**src/rtl/escalonador_quadro_jogo_pkg.sv**
```systemverilog
// Shared definitions for the game-frame scheduler: state codes and default timing values.
package pkg_astrogenius;

  localparam int TIMEOUT_CICLOS_PADRAO  = 1024;
  localparam int PERIODO_GERACAO_PADRAO = 8;

  typedef enum logic [4:0] {
    INICIO          = 5'd0,
    OCIOSO          = 5'd1,
    ESPERA_TICK     = 5'd2,
    MOVE_TIROS      = 5'd3,
    AGUARDA_TIROS   = 5'd4,
    MOVE_ASTE       = 5'd5,
    AGUARDA_ASTE    = 5'd6,
    GERA_ASTE       = 5'd7,
    COMPARA         = 5'd8,
    AGUARDA_COMPARA = 5'd9,
    COLISAO         = 5'd10,
    AGUARDA_COLISAO = 5'd11,
    RENDERIZA       = 5'd12,
    AGUARDA_RENDER  = 5'd13,
    FIM_JOGO        = 5'd14,
    ERRO            = 5'd15
  } estado_t;

  function automatic logic eh_aguarda(input estado_t e);
    return e inside {AGUARDA_TIROS, AGUARDA_ASTE, AGUARDA_COMPARA, AGUARDA_COLISAO, AGUARDA_RENDER};
  endfunction

endpackage

```
**src/rtl/escalonador_quadro_jogo_watchdog.sv**
```systemverilog
// Watchdog for the wait phases: counts cycles spent waiting and flags the last allowed one.
module contador_watchdog #(
  parameter int TIMEOUT_CICLOS = 1024
) (
  input  logic clock,
  input  logic reset,
  input  logic clear,
  input  logic enable,
  output logic terminal
);

  localparam int W = $clog2(TIMEOUT_CICLOS) + 1;
  localparam logic [W-1:0] LIMITE = W'(TIMEOUT_CICLOS - 1);

  logic [W-1:0] contagem;

  always_ff @(posedge clock or posedge reset) begin
    if (reset)       contagem <= '0;
    else if (clear)  contagem <= '0;
    else if (enable) contagem <= contagem + 1'b1;
  end

  // Reads 0 on the first wait cycle, so LIMITE is reached on cycle TIMEOUT_CICLOS.
  assign terminal = enable && (contagem == LIMITE);

endmodule

```
**src/rtl/escalonador_quadro_jogo.sv**
```systemverilog
// Per-frame game scheduler: sequences shot/asteroid movement, spawning, collision checks
// and rendering once per frame tick, with a watchdog on every wait phase.
module escalonador_quadro_jogo
  import pkg_astrogenius::*;
#(
  parameter int TIMEOUT_CICLOS  = TIMEOUT_CICLOS_PADRAO,
  parameter int PERIODO_GERACAO = PERIODO_GERACAO_PADRAO
) (
  input  logic       clock,
  input  logic       reset,
  input  logic       jogar,
  input  logic       pausa,
  input  logic       tick,
  input  logic       fim_movimento_tiros,
  input  logic       fim_movimento_asteroides,
  input  logic       fim_comparacao,
  input  logic       fim_colisao_nave,
  input  logic       colisao_nave,
  input  logic       fim_renderizacao,
  output logic       reset_jogo,
  output logic       move_tiros,
  output logic       move_asteroides,
  output logic       gera_asteroide,
  output logic       compara_tiros_e_asteroides,
  output logic       verifica_colisao_nave,
  output logic       renderiza,
  output logic       tick_perdido,
  output logic       fim_de_jogo,
  output logic       erro_timeout,
  output logic [4:0] db_estado
);

  localparam int WQ = (PERIODO_GERACAO > 1) ? $clog2(PERIODO_GERACAO) : 1;
  localparam logic [WQ-1:0] ULTIMO_QUADRO = WQ'(PERIODO_GERACAO - 1);

  estado_t       estado, proximo;
  logic [WQ-1:0] quadro;
  logic          tick_pendente;
  logic          aguardando, sai_espera, ultimo, wd_terminal;

  assign aguardando = eh_aguarda(estado);
  assign sai_espera = (estado == ESPERA_TICK) && (tick || tick_pendente) && !pausa;
  assign ultimo     = (quadro == ULTIMO_QUADRO);

  contador_watchdog #(
    .TIMEOUT_CICLOS(TIMEOUT_CICLOS)
  ) u_watchdog (
    .clock   (clock),
    .reset   (reset),
    .clear   (!aguardando),
    .enable  (aguardando),
    .terminal(wd_terminal)
  );

  always_ff @(posedge clock or posedge reset) begin
    if (reset) estado <= INICIO;
    else       estado <= proximo;
  end

  always_comb begin
    proximo                    = estado;
    // reset_jogo is gated so it stays low while reset is held in inicio.
    reset_jogo                 = (estado == INICIO) && !reset;
    move_tiros                 = (estado == MOVE_TIROS);
    move_asteroides            = (estado == MOVE_ASTE);
    gera_asteroide             = (estado == GERA_ASTE);
    compara_tiros_e_asteroides = (estado == COMPARA);
    verifica_colisao_nave      = (estado == COLISAO);
    renderiza                  = (estado == RENDERIZA);
    fim_de_jogo                = (estado == FIM_JOGO);
    erro_timeout               = (estado == ERRO);
    db_estado                  = estado;
    case (estado)
      INICIO:          proximo = OCIOSO;
      OCIOSO:          if (jogar) proximo = ESPERA_TICK;
      ESPERA_TICK:     if (sai_espera) proximo = MOVE_TIROS;
      MOVE_TIROS:      proximo = AGUARDA_TIROS;
      AGUARDA_TIROS:   if (fim_movimento_tiros) proximo = MOVE_ASTE;
                       else if (wd_terminal) proximo = ERRO;
      MOVE_ASTE:       proximo = AGUARDA_ASTE;
      AGUARDA_ASTE:    if (fim_movimento_asteroides) proximo = ultimo ? GERA_ASTE : COMPARA;
                       else if (wd_terminal) proximo = ERRO;
      GERA_ASTE:       proximo = COMPARA;
      COMPARA:         proximo = AGUARDA_COMPARA;
      AGUARDA_COMPARA: if (fim_comparacao) proximo = COLISAO;
                       else if (wd_terminal) proximo = ERRO;
      COLISAO:         proximo = AGUARDA_COLISAO;
      AGUARDA_COLISAO: if (fim_colisao_nave) proximo = colisao_nave ? FIM_JOGO : RENDERIZA;
                       else if (wd_terminal) proximo = ERRO;
      RENDERIZA:       proximo = AGUARDA_RENDER;
      AGUARDA_RENDER:  if (fim_renderizacao) proximo = ESPERA_TICK;
                       else if (wd_terminal) proximo = ERRO;
      FIM_JOGO:        if (jogar) proximo = INICIO;
      ERRO:            proximo = ERRO;
      default:         proximo = INICIO;
    endcase
  end

  // Frame counter restarts with every new game; one pending tick at most, extras are reported lost.
  always_ff @(posedge clock or posedge reset) begin
    if (reset) begin
      quadro        <= '0;
      tick_pendente <= 1'b0;
      tick_perdido  <= 1'b0;
    end else begin
      tick_perdido <= tick && tick_pendente;
      if (sai_espera)  tick_pendente <= 1'b0;
      else if (tick)   tick_pendente <= 1'b1;
      if (estado == INICIO)
        quadro <= '0;
      else if ((estado == AGUARDA_ASTE) && fim_movimento_asteroides)
        quadro <= ultimo ? '0 : quadro + 1'b1;
    end
  end

endmodule
```
**config.mk**
```make
export PLATFORM = sky130hd
export DESIGN_NAME = escalonador_quadro_jogo
export DESIGN_NICKNAME = d
export VERILOG_FILES = /design/src/rtl/escalonador_quadro_jogo_pkg.sv /design/src/rtl/escalonador_quadro_jogo_watchdog.sv /design/src/rtl/escalonador_quadro_jogo.sv
export SDC_FILE = /design/constraint.sdc
export NUM_CORES = 1
export LEC_CHECK = 0
export CORE_AREA = 3 3 57 59
export DETAILED_ROUTE_END_ITERATION = 16
export DIE_AREA = 0 0 60 62
export DONT_BUFFER_PORTS = 1
export PLACE_DENSITY = 0.69
export SLEW_MARGIN = 20
export SYNTH_ARGS = -nofsm -noshare
export SYNTH_HDL_FRONTEND = slang
export SYNTH_SLANG_ARGS = --single-unit
```
**constraint.sdc**
```tcl
create_clock -name clock -period 2.6 [get_ports clock]
set_clock_uncertainty 0.15 [all_clocks]
set_input_delay 0.39 -clock clock [delete_from_list [all_inputs] [get_ports clock]]
set_output_delay 0.39 -clock clock [all_outputs]
set_load 0.05 [all_outputs]
```
==> metrics.md, run 1 <==
| Metric | Value |
|---|---|
| HP Class | `in -> reg` |
| CP bufs+invs | `1` |
| Remaining global-route overflow | `0` |
| Row count | `19` |
| CTS tree | `built` |
| Most common cell in the synthesized netlist | `dfrtp_1` |
| Routed wire per std cell | `15.9 um` |
| Routed wl met2 | `1.50 mm` |
| Inserted Clock Buffers | `3` |
| Post-place setup slack | `0.438 ns` |
| Largest net degree at the start of global routing | `23` |
| Setup crit end kind | `primary output` |
| Status | `complete, no violations` |
| Largest stage delay on the critical path | `0.51 ns` |
| Post-Syn Instances | `166` |
| Via count | `1288` |
| Tmin final | `2.32 ns` |
| Hold_ws | `0.0633 ns` |
| Post-route setup slack | `0.280 ns` |
| CP arrival | `1.78 ns` |
| Leakage | `0.675 nW` |
| Synth top area share | `36.1%` |
| Number of port buffers | `0` |
| Clk buf depth | `2` |
| Most common library cells after synthesis | `dfrtp_1 (21), nor2_1 (20), nor3_1 (11)` |
| Distinct cells, synth | `52` |
| Die H | `62 um` |
| Sequential share of the synthesized area | `36.1%` |
| DP Wirelength | `2.48 mm` |
| Initial antenna violation count | `0` |
| Die Width | `60 um` |
| Cell taking the most area after synthesis | `dfrtp_1` |
| First-pass GRT wire length | `5.66 mm` |
| Fraction of layout cells with a size suffix above 1 | `20.8%` |
| Iter 0 DRT Violations | `71` |
| Total die area | `0.00372 sq mm` |
| Post-synthesis area per instance | `8.76 sq um` |
| Placed cell count | `204` |
| N_diodes | `0` |
| Final WL | `3.33 mm` |
| Fraction of registers with async set/reset | `100%` |
| Hold Vio Cnt, Final | `0` |
| Core ar. | `0.00276 sq mm` |
| Period utilization | `89.2%` |
| Highest metal used | `met4` |
| Worst-case vdd ir drop | `0.390 mV` |
| Final Setup Violations | `0` |
| M1 wire length | `1.48 mm` |
| Starting Density | `52.7%` |
| Post-Synthesis Cell Area | `0.00145 sq mm` |
| Tot GR Track Use | `20.1%` |
| Clk slew on worst S/H paths | `0.13 ns` |
| Final cell count without fillers | `209` |
| Reg2Reg Depth | `6` |
| Cell Chain, Critical Path | `or2_1 -> nor4_2 -> and2_1 -> buf_12` |
| Vias in the first global route | `1180` |
| P per Cell Area | `586 mW/mm^2` |
| Slew Viols, Final | `0` |
| Ys Warns | `0` |
| Relative slew slack | `61.5%` |
| Logic depth of the worst path, buffers included | `4` |
| Clk Latency, worst-skew pair | `0.30 ns` |
| Critical path class | `reg -> out` |
| Antenna viol nets, final | `0` |
| WP data required | `2.06 ns` |
| Net Count, Synth | `180` |
| Routability cong. | `0.952` |
| Area delta synth->final | `14.6%` |
| Final core occ | `60.4%` |
| H-tree Lvls | `1` |
| Crit path launch type | `register` |
| Hold depth | `1` |
| CP Max Fanout | `11` |
| Drt pass-1 iters | `4` |
| Top achievable clock speed | `0.431 GHz` |
| Synth top area cells | `dfrtp_1 (36%), nor2_1 (5.2%), nor3_1 (3.8%)` |
| Drt via density | `6.16` |
| Remaining DRCs | `0` |
| Fillers | `245` |
| Yosys reg bits | `21` |
| Num ports | `26` |
| Tightest Pin Transition | `0.573 ns` |
| Max cap viols | `0` |
| Clk sinks | `21` |
| Primary FF master, synth | `dfrtp_1` |
| RSZ-0062 raised after global routing | `false` |
| Power, Total | `0.977 mW` |
| Slowest CP cell | `dfrtp_1` |
| Routed wl met3 | `323 um` |
| Number of enable flip-flop cells after synthesis | `0` |
| Root Driver | `clkbuf_4` |
| Family with the most delay on the worst path | `simple AND/OR/NAND/NOR gates` |
| NumNets Final | `193` |
## flip-flops by register name (all words and copies together) (netlist names)
| signal | cells |
|---|---|
| db_estado | 5 |
| u_watchdog.contagem | 11 |
| tick_perdido | 1 |
| quadro | 3 |
| tick_pendente | 1 |
## worst reg2reg max path: cells and delay by family (launching register included)
kind | cells | cell delay, ns
compound gates | 2 | 0.38
simple gates | 3 | 0.90
flops | 1 | 0.41
fa+ha+maj | 1 | 0.22
## where the power goes
part | switching (mW) | total (mW) | leakage (nW) | internal, mW
clock network | 0.106 | 0.163 | 0.0177 | 0.0573
logic | 0.273 | 0.423 | 0.376 | 0.149
registers | 0.0439 | 0.391 | 0.282 | 0.347
total | 0.423 | 0.977 | 0.675 | 0.554
## timing repair
item | CTS | global route
hold endpoints to repair | 21 | 0
hold buffers | 1 | 0
endpoints found under the setup margin | 0 | 1
gates resized for setup | 0 | 1
setup buffers | 0 | 0
## cells by family after synthesis
kind of cell	synth area share [%]
AO/OA/AOI/OAI	17.0
XOR/XNOR	5.42
adder cells (fa/ha/maj)	2.58
buffers and inverters	5.42
flip-flops	36.1
multiplexers	3.44
other	0.258
AND/OR/NAND/NOR	29.8
## cell usage in the layout (no fill, tap or decap), types with 2 or more instances in the layout
cell       n
inv_1      6
or2_1      3
ha_1       3
nor3b_2    2
a21oi_1    5
xnor2_1    4
a31oi_1    3
nand3_1    5
nor3_1     7
nor2_1    20
o31ai_1    3
o21ai_1    2
nand2b_1   6
a32oi_1    2
and3_1     2
nor3b_1    2
o21ai_0    3
mux2i_1    5
o32a_1     2
nor4_2     2
and2_1     2
or3_1      2
xor2_1     5
buf_4     18
nor4_1     2
o22ai_1    2
nand2_1    7
dfrtp_1   21
nor3_2     4
clkbuf_4   3
## routing by layer
| metal | vias up | global-route usage [%] |
|---|---|---|
| met4 | 0 | 3.80 |
| met1 | 594 | 27.9 |
| met2 | 67 | 32.3 |
| li1 | 625 | - |
| met5 | - | 0 |
| met3 | 2 | 4.55 |
## final timing paths
path	start	end	slack, ns
worst min register to register	u_watchdog.contagem[0]	u_watchdog.contagem[0]	0.34
worst max-delay path	db_estado[2]	reset_jogo	0.28
min in group asynchronous	reset	db_estado[4]	0.40
worst min-delay path	tick	tick_perdido	0.06
max in group asynchronous	reset	tick_pendente	1.68
worst max register to register	u_watchdog.contagem[0]	db_estado[1]	0.47
## per-stage QoR
stage	instance area (sq um)	setup TNS, ns
after floorplan	1490	-0.230
after global placement	1620	0
after detailed placement	1620	0
after CTS	1660	0
after global routing	1670	0
final	1670	0
## cell type report
type / count / area (sq um) / share of cell area, %
clock buffers: 3 / 22.5 / 1.35
repair buffers: 20 / 165 / 9.91
multi-input cells: 127 / 887 / 53.2
clock inverters: 1 / 5.00 / 0.300
inverters: 6 / 22.5 / 1.35
well taps: 31 / 38.8 / 2.33
flip-flops and latches: 21 / 526 / 31.5
No activity file was read; power rests on OpenSTA's default activity.
==> run 2, diff against run 1 <==
--- a/config.mk
+++ b/config.mk
@@ -10,6 +10,7 @@
 export DIE_AREA = 0 0 60 62
 export DONT_BUFFER_PORTS = 1
 export PLACE_DENSITY = 0.69
+export REMOVE_ABC_BUFFERS = 1
 export SLEW_MARGIN = 20
 export SYNTH_ARGS = -nofsm -noshare
 export SYNTH_HDL_FRONTEND = slang
==> constraint.sdc (replaced) <==
create_clock -name clock -period 2.8 [get_ports clock]
set_clock_uncertainty 0.15 [all_clocks]
set_input_delay 0.42 -clock clock [delete_from_list [all_inputs] [get_ports clock]]
set_output_delay 0.42 -clock clock [all_outputs]
set_load 0.05 [all_outputs]
==> metrics.md, run 2 (synthesis gave the netlist of run 1 again) <==
| Metric | Value |
|---|---|
| Vias in the first global route | `1225` |
| Placed cell count | `200` |
| Top achievable clock speed | `0.406 GHz` |
| Fraction of layout cells with a size suffix above 1 | `16.1%` |
| CTS tree | `built` |
| Num ports | `26` |
| Clk Latency, worst-skew pair | `0.30 ns` |
| Die H | `62 um` |
| Worst-case vdd ir drop | `0.454 mV` |
| Number of setup buffers added after CTS | `0` |
| Remaining global-route overflow | `0` |
| H-tree Lvls | `1` |
| Slew Viols, Final | `0` |
| Register with the most flip-flops | `u_watchdog.contagem` |
| Clk buf depth | `2` |
| Iter 0 DRT Violations | `56` |
| Remaining DRCs | `0` |
| Largest net degree at the start of global routing | `22` |
| WP data required | `2.23 ns` |
| Total negative setup slack | `0 ns` |
| Clock share of power | `16.2%` |
| Number of port buffers | `0` |
| Reg2Reg Depth | `5` |
| Routed wl met3 | `210 um` |
| Inserted Clock Buffers | `3` |
| Starting Density | `52.7%` |
| N_diodes | `0` |
| Via count | `1288` |
| Drt pass-1 iters | `4` |
| Combinational fraction of design power | `39.5%` |
| Routability cong. | `0.945` |
| Core ar. | `0.00276 sq mm` |
| Net Sw Power | `0.376 mW` |
| Setup crit end kind | `primary output` |
| Row count | `19` |
| Reg-to-reg slack, setup | `0.52 ns` |
| Placed Instance Area | `0.00157 sq mm` |
| Period utilization | `88.0%` |
| Status | `complete, no violations` |
| M1 wire length | `1.48 mm` |
| Hold Vio Cnt, Final | `0` |
| Commonest non-fill, non-tap cells in the layout | `dfrtp_1 (21), nor2_1 (20), buf_4 (14), nor3_1 (11), nand2_1 (7)` |
| Antenna viol nets, final | `0` |
| NumNets Final | `189` |
| Drt via density | `6.28` |
| Clk sinks | `21` |
| Hold path start | `tick` |
| Crit path launch type | `register` |
| Power, Total | `0.874 mW` |
| Leakage | `0.649 nW` |
| Initial antenna violation count | `0` |
| Tmin final | `2.46 ns` |
| Highest metal used | `met4` |
| Max reg flops | `11` |
| Final core occ | `58.6%` |
| CP Max Fanout | `13` |
| Switching share of power | `43.0%` |
| Routed wl met2 | `1.60 mm` |
| Root Driver | `clkbuf_4` |
| Final cell count without fillers | `205` |
| Reg2reg end | `db_estado[1]` |
| Total die area | `0.00372 sq mm` |
| Final WL | `3.30 mm` |
| Reg2reg start | `db_estado[0]` |
| P per Cell Area | `541 mW/mm^2` |
| Sequential Power Share | `44.3%` |
| Hold depth | `1` |
| Area delta synth->final | `11.1%` |
| Hold EP | `tick_pendente` |
| HP Class | `in -> reg` |
| Die Width | `60 um` |
| Tot GR Track Use | `19.7%` |
| First-pass GRT wire length | `5.65 mm` |
| Tightest Pin Transition | `0.615 ns` |
| Post-route design area | `0.00162 sq mm` |
| Clk slew on worst S/H paths | `0.11 ns` |
| DP Wirelength | `2.50 mm` |
| Critical path class | `reg -> out` |
| Final Setup Violations | `0` |
| Relative slew slack | `59.0%` |
| CP arrival | `1.89 ns` |
| Routed wire per std cell | `16.1 um` |
| Internal power | `0.498 mW` |
| Max cap viols | `0` |
| RSZ-0062 raised after global routing | `false` |
| Most common cell after layout, fill and taps aside | `dfrtp_1` |
-- run 2: worst max-delay path, cell delays in order, from the launching register on --
cell and delay, ns:
dfrtp_1 0.65, nand2b_1 0.31, nand2b_1 0.25, nor3_1 0.16, buf_4 0.23
-- run 2: layout make-up --
type / instances / area, sq um
Fill cell: 250 / 1140
Multi-Input combinational cell: 127 / 867
Sequential cell: 21 / 526
Timing Repair Buffer: 16 / 135
Tap cell: 31 / 38.8
Clock buffer: 4 / 26.3
Inverter: 6 / 22.5
-- run 2: worst max path at each step --
stage                 startpoint                     to  slack (ns)  cells past startpoint
floorplan           db_estado[2]              renderiza       -0.43                      2
global placement    db_estado[2]             reset_jogo        0.64                      4
detailed placement  db_estado[0]           db_estado[1]        0.57                      5
CTS                 db_estado[2]             reset_jogo        0.20                      4
global route        db_estado[2]             reset_jogo        0.18                      4
finish              db_estado[1]  verifica_colisao_nave        0.34                      4
-- run 2: timing repair --
action | in CTS | in global routing
resized for setup | 0 | 1
hold buffers | 1 | 0
endpoints found under the setup margin | 0 | 1
hold endpoints to repair | 21 | 0
-- run 2: per-stage QoR --
| step | hold slack, ns | setup slack (ns) |
|---|---|---|
| 3_3_place_gp | 0.228 | 0.642 |
| 5_1_grt | 0.112 | 0.182 |
| 3_5_place_dp | 0.222 | 0.567 |
| 4_1_cts | 0.107 | 0.204 |
| 6_report | 0.123 | 0.336 |
| 2_1_floorplan | 0.252 | -0.432 |
-- run 2: power groups by stage --
stage	registers, mW	clock network, mW	logic (mW)
2_1_floorplan	0.444	0	0.182
3_3_place_gp	0.388	0	0.334
3_5_place_dp	0.390	0	0.338
5_1_grt	0.394	0.158	0.372
6_report	0.388	0.142	0.345
4_1_cts	0.384	0.150	0.341
-- run 2: layer usage --
layer / track usage [%] / vias to the layer above
met4: 5.06 / 0
met5: 0 / -
li1: - / 617
met2: 31.2 / 39
met3: 4.34 / 2
met1: 27.5 / 630
==> run 3, diff against run 2 <==
==> constraint.sdc (replaced) <==
create_clock -name clock -period 3.1 [get_ports clock]
set_clock_uncertainty 0.15 [all_clocks]
set_input_delay 0.465 -clock clock [delete_from_list [all_inputs] [get_ports clock]]
set_output_delay 0.465 -clock clock [all_outputs]
set_load 0.05 [all_outputs]
==> metrics.md, run 3 (synthesis gave the netlist of run 1 again) <==
| Metric | Value |
|---|---|
| Sequential cell area | `526 sq um` |
| CP Max Fanout | `15` |
| Tightest Pin Transition | `0.607 ns` |
| Most common cell after layout, fill and taps aside | `dfrtp_1` |
| Max reg flops | `11` |
| Leakage | `0.647 nW` |
| Highest metal used | `met4` |
| Iter 0 DRT Violations | `48` |
| Root Driver | `clkbuf_4` |
| Die H | `62 um` |
| Hold path start | `tick` |
| Starting Density | `52.7%` |
| Vias in the first global route | `1172` |
| Largest net degree at the start of global routing | `22` |
| Status | `complete, no violations` |
| Total die area | `0.00372 sq mm` |
| Reg-to-reg slack, setup | `0.86 ns` |
| Core ar. | `0.00276 sq mm` |
| HP Class | `in -> reg` |
| Clk sinks | `21` |
| Remaining global-route overflow | `0` |
| Routed wire per std cell | `16.7 um` |
| Hold_ws | `0.148 ns` |
| CP arrival | `2.16 ns` |
| Reg2reg start | `db_estado[2]` |
| Tot GR Track Use | `20.3%` |
| P per Cell Area | `491 mW/mm^2` |
| Fraction of layout cells with a size suffix above 1 | `16.1%` |
| Final WL | `3.42 mm` |
| RSZ-0062 raised after global routing | `false` |
| Fillers | `247` |
| Hold depth | `1` |
| Num ports | `26` |
| Relative slew slack | `59.1%` |
| Tmin final | `2.78 ns` |
| Number of setup buffers added after CTS | `0` |
| Clk buf depth | `2` |
| Drt via density | `6.25` |
| Placed Instance Area | `0.00156 sq mm` |
| DP Wirelength | `2.58 mm` |
| Routed wl met2 | `1.62 mm` |
| M1 wire length | `1.53 mm` |
| Commonest non-fill, non-tap cells in the layout | `dfrtp_1 (21), nor2_1 (20), buf_4 (15), nor3_1 (11), nand2_1 (7)` |
| Drt pass-1 iters | `4` |
| Inserted Clock Buffers | `3` |
| Remaining DRCs | `0` |
| Worst-case vdd ir drop | `0.323 mV` |
| # resized after CTS | `0` |
| Setup crit end kind | `primary output` |
| Footprint of the multi-input gates | `861 sq um` |
| Crit path launch type | `register` |
| Routability cong. | `0.906` |
| Clk slew on worst S/H paths | `0.11 ns` |
| Routed wl met3 | `234 um` |
| Slew Viols, Final | `0` |
| Top achievable clock speed | `0.360 GHz` |
| First-pass GRT wire length | `5.67 mm` |
| Via count | `1282` |
| CP startpoint | `db_estado[2]` |
| NumNets Final | `189` |
| WP data required | `2.48 ns` |
| Hold Vio Cnt, Final | `0` |
| Row count | `19` |
| Antenna viol nets, final | `0` |
| H-tree Lvls | `1` |
| N_diodes | `0` |
| Post-route design area | `0.00160 sq mm` |
| Reg2Reg Depth | `6` |
| Area delta synth->final | `9.90%` |
| Number of port buffers | `0` |
| Final Setup Violations | `0` |
| Max cap viols | `0` |
| Period utilization | `89.6%` |
| Clk Latency, worst-skew pair | `0.31 ns` |
| Critical path class | `reg -> out` |
| Initial antenna violation count | `0` |
| CTS tree | `built` |
| Die Width | `60 um` |
| Register with the most flip-flops | `u_watchdog.contagem` |
run 3: cell types whose count changed in the layout (fill, tap and decap cells not counted):
cell	delta
buf_12	-1
buf_4	+1
clkbuf_1	-1
clkinv_2	+1
nor4_1	+1
nor4_2	-1
run 3: layout make-up:
class / instances / share of cell area, %
Multi-Input combinational cell: 127 / 53.9
Sequential cell: 21 / 32.9
Timing Repair Buffer: 16 / 7.67
Tap cell: 31 / 2.43
Clock buffer: 3 / 1.41
Inverter: 6 / 1.41
Clock inverter: 1 / 0.313
run 3: layer usage:
layer | vias up | track usage [%]
li1 | 622 | -
met1 | 610 | 27.5
met2 | 46 | 33.2
met3 | 4 | 4.13
met4 | 0 | 5.70
met5 | - | 0
run 3: worst paths after layout:
path                                           to
min reg2reg                u_watchdog.contagem[0]
max reg2reg                          db_estado[0]
min in group asynchronous               quadro[0]
min                                  tick_perdido
max                                    reset_jogo
max in group asynchronous            db_estado[3]
run 3: timing repair:
item,4_1_cts,5_1_grt
endpoints found under the hold margin,21,0
setup endpoints to repair,0,0
hold buffers,1,0
run 3: stage by stage:
stage	setup slack, ns	std cells	power, mW	utilization (%)	TNS [ns]
floorplan	-0.177	154	0.565	-	-0.196
global placement	0.825	200	0.645	56.6	0
detailed placement	0.674	200	0.653	56.6	0
CTS	0.311	205	0.785	57.9	0
global route	0.150	205	0.832	57.9	0
finish	0.321	205	0.785	57.9	0
run 3: worst max-delay path, cell delays in order, from the launching register on:
cell and delay [ns]:
dfrtp_1 0.56, or2_1 0.39, nor4_1 0.50, and2_1 0.22, buf_4 0.19
run 3: where the power goes:
part | internal (mW) | switching [mW] | total (mW)
sequential | 0.291 | 0.0404 | 0.331
combinational | 0.102 | 0.219 | 0.321
clock | 0.0483 | 0.0839 | 0.132
